`config.mk`:
```
export PLATFORM = sky130hd
export DESIGN_NAME = multi_channel_counter
export DESIGN_NICKNAME = d
export VERILOG_FILES = /design/src/rtl/multi_counter_pkg.sv /design/src/rtl/counter_channel.sv /design/src/rtl/multi_channel_counter.sv
export SDC_FILE = /design/constraint.sdc
export NUM_CORES = 1
export LEC_CHECK = 0
export CELL_PAD_IN_SITES_DETAIL_PLACEMENT = 0
export CELL_PAD_IN_SITES_GLOBAL_PLACEMENT = 1
export CORE_UTILIZATION = 25
export CTS_CLUSTER_DIAMETER = 120
export DETAILED_ROUTE_END_ITERATION = 8
export PLACE_DENSITY = 0.53
export RECOVER_POWER = 100
export SKIP_CTS_REPAIR_TIMING = 1
export SYNTH_ARGS = -nofsm -noshare
export SYNTH_HDL_FRONTEND = slang
export SYNTH_SLANG_ARGS = --single-unit
```
`constraint.sdc`:
```
create_clock -name clk -period 6.7 [get_ports clk]
set_clock_uncertainty 0.1 [all_clocks]
set_input_delay 0.67 -clock clk [delete_from_list [all_inputs] [get_ports clk]]
set_output_delay 0.67 -clock clk [all_outputs]
set_load 0.01 [all_outputs]
```
`src/rtl/multi_counter_pkg.sv`:
```
// Shared constants and the saturating/wrapping adder used by every counter channel.
package multi_counter_pkg;

    // Widest counter supported; the adder helper works at this width and masks down.
    localparam int unsigned MaxWidth = 64;

    // All-ones pattern at the maximum width; narrower counters mask it down.
    localparam logic [MaxWidth-1:0] AllOnes = {MaxWidth{1'b1}};

    // All-ones mask of the requested width, right-aligned in a MaxWidth word.
    function automatic logic [MaxWidth-1:0] ones_mask(input int unsigned width);
        logic [MaxWidth-1:0] mask;
        if (width >= MaxWidth) begin
            mask = AllOnes;
        end else begin
            mask = (64'd1 << width) - 64'd1;
        end
        return mask;
    endfunction

    // Unsigned add of count and step at the given width.
    // Returns {carry_out, next_value}; on carry-out in saturate mode the value pins to all-ones.
    function automatic logic [MaxWidth:0] sat_add(input logic [MaxWidth-1:0] count,
                                                  input logic [MaxWidth-1:0] step,
                                                  input logic                sat,
                                                  input int unsigned         width);
        logic [MaxWidth:0]   sum;
        logic [MaxWidth-1:0] mask;
        logic [MaxWidth-1:0] next;
        logic                c;
        mask = ones_mask(width);
        sum  = {1'b0, count} + {1'b0, step};
        c    = sum[width];
        next = sum[MaxWidth-1:0] & mask;
        if (c && sat) begin
            next = mask;
        end
        return {c, next};
    endfunction

endpackage

```
`src/rtl/counter_channel.sv`:
```
// One counter channel: count register with clr > load > en priority,
// one-cycle carry pulse and sticky overflow flag.
module counter_channel
    import multi_counter_pkg::*;
#(
    parameter int unsigned CounterWidth = 32,
    parameter int unsigned StepWidth    = 8
) (
    input  logic                    clk,
    input  logic                    rst_n,
    input  logic                    en,
    input  logic [StepWidth-1:0]    step,
    input  logic                    sat_mode,
    input  logic                    clr,
    input  logic                    load,
    input  logic [CounterWidth-1:0] load_val,
    input  logic                    ovf_clr,
    output logic [CounterWidth-1:0] count,
    output logic                    carry,
    output logic                    ovf
);

    logic [CounterWidth-1:0] count_q, count_d;
    logic                    carry_q, carry_d;
    logic                    ovf_q, ovf_d;
    logic [CounterWidth-1:0] step_ext;
    logic [MaxWidth:0]       add_res;
    logic                    unused_add_bits;

    // Zero-extend the step to the counter width; no extension when widths match.
    generate
        if (StepWidth == CounterWidth) begin : g_step_same
            assign step_ext = step;
        end else begin : g_step_ext
            assign step_ext = {{(CounterWidth - StepWidth){1'b0}}, step};
        end
    endgenerate

    // Candidate increment result, evaluated every cycle and used only when enabled.
    assign add_res = sat_add(MaxWidth'(count_q), MaxWidth'(step_ext), sat_mode, CounterWidth);

    // Bits above the counter width are always zero after masking.
    assign unused_add_bits = ^(add_res[MaxWidth-1:0] & ~ones_mask(CounterWidth));

    // Next-state: clr beats load beats en; a fresh overflow beats ovf_clr.
    always_comb begin
        count_d = count_q;
        carry_d = 1'b0;
        ovf_d   = ovf_clr ? 1'b0 : ovf_q;
        if (clr) begin
            count_d = '0;
            ovf_d   = 1'b0;
        end else if (load) begin
            count_d = load_val;
        end else if (en) begin
            count_d = add_res[CounterWidth-1:0];
            if (add_res[MaxWidth]) begin
                carry_d = 1'b1;
                ovf_d   = 1'b1;
            end
        end
    end

    // Channel state registers.
    always_ff @(posedge clk or negedge rst_n) begin
        if (!rst_n) begin
            count_q <= '0;
            carry_q <= 1'b0;
            ovf_q   <= 1'b0;
        end else begin
            count_q <= count_d;
            carry_q <= carry_d;
            ovf_q   <= ovf_d;
        end
    end

    assign count = count_q;
    assign carry = carry_q;
    assign ovf   = ovf_q;

endmodule

```
`src/rtl/multi_channel_counter.sv`:
```
// NumChannels independent up-counters plus a coherent snapshot of all channels.
module multi_channel_counter
    import multi_counter_pkg::*;
#(
    parameter int unsigned NumChannels  = 4,
    parameter int unsigned CounterWidth = 32,
    parameter int unsigned StepWidth    = 8
) (
    input  logic                                clk,
    input  logic                                rst_n,
    input  logic [NumChannels-1:0]              en,
    input  logic [NumChannels*StepWidth-1:0]    step,
    input  logic [NumChannels-1:0]              sat_mode,
    input  logic [NumChannels-1:0]              clr,
    input  logic [NumChannels-1:0]              load,
    input  logic [CounterWidth-1:0]             load_val,
    input  logic [NumChannels-1:0]              ovf_clr,
    input  logic                                snap,
    output logic [NumChannels*CounterWidth-1:0] count,
    output logic [NumChannels*CounterWidth-1:0] snap_count,
    output logic                                snap_valid,
    output logic [NumChannels-1:0]              carry,
    output logic [NumChannels-1:0]              ovf
);

    logic [NumChannels*CounterWidth-1:0] snap_count_q, snap_count_d;
    logic                                snap_valid_q, snap_valid_d;

    // One independent channel per counter; no carry chain between them.
    generate
        for (genvar i = 0; i < NumChannels; i++) begin : g_ch
            counter_channel #(
                .CounterWidth (CounterWidth),
                .StepWidth    (StepWidth)
            ) u_channel (
                .clk      (clk),
                .rst_n    (rst_n),
                .en       (en[i]),
                .step     (step[i*StepWidth +: StepWidth]),
                .sat_mode (sat_mode[i]),
                .clr      (clr[i]),
                .load     (load[i]),
                .load_val (load_val),
                .ovf_clr  (ovf_clr[i]),
                .count    (count[i*CounterWidth +: CounterWidth]),
                .carry    (carry[i]),
                .ovf      (ovf[i])
            );
        end
    endgenerate

    // Snapshot takes the currently visible counts, i.e. the values before this edge's update.
    always_comb begin
        snap_count_d = snap_count_q;
        snap_valid_d = snap_valid_q;
        if (snap) begin
            snap_count_d = count;
            snap_valid_d = 1'b1;
        end
    end

    // Snapshot registers.
    always_ff @(posedge clk or negedge rst_n) begin
        if (!rst_n) begin
            snap_count_q <= '0;
            snap_valid_q <= 1'b0;
        end else begin
            snap_count_q <= snap_count_d;
            snap_valid_q <= snap_valid_d;
        end
    end

    assign snap_count = snap_count_q;
    assign snap_valid = snap_valid_q;

endmodule

```
==> impl_metrics.env <==
export IMPL_status="complete, but fails checks"
export IMPL_violations="capacitance limit, slew limit"
export IMPL_max_slew_margin_pct=-160
export IMPL_tns_ns=0
export IMPL_grt_overflow=0
export IMPL_p_per_area_nw_per_um2=248
export IMPL_hpwl_mm=40.9
export IMPL_p_leak_nw=8.99
export IMPL_ys_types=64
export IMPL_cts_max_path_buffers=3
export IMPL_finalHoldViolCount=0
export IMPL_required_ns=7.02
export IMPL_grt_max_degree=155
export IMPL_synth_seq_cells=265
export IMPL_io_pins=352
export IMPL_antenna_found_initial=2
export IMPL_syn_area_um2=14500
export IMPL_cap_violations=2
export IMPL_clk_pin_slew_ns=0.05
export IMPL_wl_per_cell_um=23.3
export IMPL_drt_initial_drc_count=842
export IMPL_path_delay_family="buffers and inverters"
export IMPL_regToRegSetupSlack_ns=2.86
export IMPL_worstPathCellList="clkbuf_1 > buf_4 > mux2_2"
export IMPL_yosysTopAreaCellShare_pct=45.8
export IMPL_crit_slowest_cell="clkbuf_1"
export IMPL_fin_crit_ns=4.56
export IMPL_io_buffers=351
export IMPL_tightest_slew_ns=3.90
export IMPL_seq_area_frac_synth_pct=45.8
export IMPL_synth_edf_count=0
export IMPL_synthTopCellsByArea="dfrtp_1 (46%), mux2_2 (9.9%), a21oi_1 (6.0%), o21ai_0 (4.9%), a21o_1 (3.0%)"
export IMPL_vias=13300
export IMPL_critPathCaptureType="flop"
export IMPL_hold_path_class="flop to flop"
export IMPL_criticalPathCategory="input port to flop"
export IMPL_synthCells=1459
export IMPL_synth_area_per_cell_um2=9.93
export IMPL_synth_warnings=0
export IMPL_grt_util_all_layers_pct=19.8
export IMPL_die_height_um=243
export IMPL_finalCritPeriodShare_pct=68.0
export IMPL_cpPeakStageDelay_ns=2.66
export IMPL_area_delta_synth_final_pct=38.0
export IMPL_rsz0062_at_grt="no"
export IMPL_dp_slack_ns=2.43
export IMPL_fmax_ghz=0.220
export IMPL_start_util_pct=25.5
export IMPL_maxSlewViolCount=129
export IMPL_syn_nets=1582
export IMPL_critPathLaunchType="input port"
export IMPL_yosysMostFrequentCell="dfrtp_1"
export IMPL_core_um2=56800
export IMPL_grt_first_pass_wirelength_mm=88.1
export IMPL_row_count=87
export IMPL_clock_sinks=265
export IMPL_drive_gt1_share_pct=12.5
export IMPL_drc_errors=0
export IMPL_dr_pass1_iters=5
export IMPL_cts_inserted_buffers=37
export IMPL_fin_util_pct=35.2
export IMPL_nNetsFinal=1901
export IMPL_layout_cells_non_filler=2559
export IMPL_via_per_inst=5.19
export IMPL_synthTopCellsByCount="dfrtp_1 (265), a21oi_1 (173), o21ai_0 (143), mux2_2 (128), nand2_1 (80)"
export IMPL_htree_levels=2
export IMPL_timing_final_ws_setup_ns=2.14
export IMPL_grt_pass1_vias=13000
export IMPL_synthFlopType="dfrtp_1"
export IMPL_gp_congestion=0.783
export IMPL_die_area_um2=58900
export IMPL_dp_cells=2494
export IMPL_worst_path_max_fanout=66
export IMPL_clkLatencyLatePin_ns=0.54
export IMPL_synthArstFlopShare_pct=100
export IMPL_yosysTopAreaCell="dfrtp_1"
export IMPL_max_vdd_ir_drop_mv=0.142
export IMPL_power_mw=4.95
export IMPL_crit_arrival_ns=4.88
export IMPL_wl_mm=59.7
export IMPL_cts_root_buffer="clkbuf_16"
export IMPL_setup_violations=0
export IMPL_critPathBufInv=2
export IMPL_tritoncts="done"
export IMPL_final_antenna_net_count=0
export IMPL_die_w_um=243
## worst register-to-register path, cell delays in order, from the launching register on
cell and delay (ns):
dfrtp_1 0.44, ha_1 0.25, fa_1 0.41, a21o_1 0.20
o21ai_0 0.29, a31oi_1 0.13, clkbuf_1 0.38, a31oi_4 0.91
o41ai_1 0.23, a221o_1 0.37
## layout make-up
cell class | instances | area (um2)
Antenna cell | 1 | 2.50
Clock buffer | 53 | 1090
Clock inverter | 10 | 130
Fill cell | 5821 | 36800
Inverter | 21 | 78.8
Multi-Input combinational cell | 1086 | 7500
Sequential cell | 265 | 6630
Tap cell | 756 | 946
Timing Repair Buffer | 367 | 3630
## logic make-up after synthesis
group | count (synthesis) | synth area share (%)
fa+ha+maj | 36 | 3.32
buf+inv | 108 | 3.13
flops | 265 | 45.8
xor+xnor | 24 | 1.45
mux | 133 | 10.3
compound gates | 572 | 24.8
simple gates | 321 | 11.3
## path summary, 6_finish.rpt
| path | startpoint | endpoint | depth (start not counted) |
|---|---|---|---|
| setup / recovery | snap | snap_count[24] | 3 |
| hold / removal | snap_valid | snap_valid | 1 |
| min in group asynchronous | rst_n | snap_count[44] | 2 |
| max in group asynchronous | rst_n | g_ch[0].u_channel.carry | 3 |
| hold reg to reg | snap_valid | snap_valid | 1 |
| setup reg to reg | g_ch[3].u_channel.count[0] | g_ch[3].u_channel.count[22] | 9 |
## flip-flops by register name, summed over array words and instances, names as in the netlist
name and count:
g_ch.u_channel.ovf 4, g_ch.u_channel.count 128, g_ch.u_channel.carry 4, snap_count 128, snap_valid 1
## metal layers
layer,vias to the layer above,share of wire (%),wire [um],track usage [%]
met2,391,45,27100,30.8
met3,65,5.4,3210,4.61
li1,6120,-,-,-
met1,6709,47,27800,27.2
met5,-,0.020,12,0
met4,2,2.7,1630,6.03
## where the power goes
group	switching (mW)	leakage, nW	internal, mW	total, mW
registers	0.167	3.51	1.75	1.92
clock network	0.781	0.597	1.23	2.02
logic	0.523	4.89	0.492	1.02
total	1.47	8.99	3.48	4.95
## layout by cell type (no fill, tap or decap), types with 14 or more instances in the layout
cell type,instances
o21a_1,29
nand4_1,14
dfrtp_1,265
o31a_1,22
dlygate4sd3_1,269
a21oi_1,173
mux2_2,128
ha_1,32
a31oi_1,24
inv_1,21
nand3_1,44
a21o_1,58
nand2_1,80
clkbuf_16,37
nor3_1,31
o211ai_1,15
o2bb2ai_1,25
nor2_1,57
and3_1,16
clkdlybuf4s50_1,81
o21ai_0,156
## metrics by stage
step,hold WS [ns],cell area [um2]
after detailed placement,0.357,18800
after CTS,-0.0474,20000
after global routing,0.398,20000
after floorplan,0.274,14500
after global placement,0.352,18800
final,0.362,20000
Note: power is estimated with default switching activity, not from simulation.
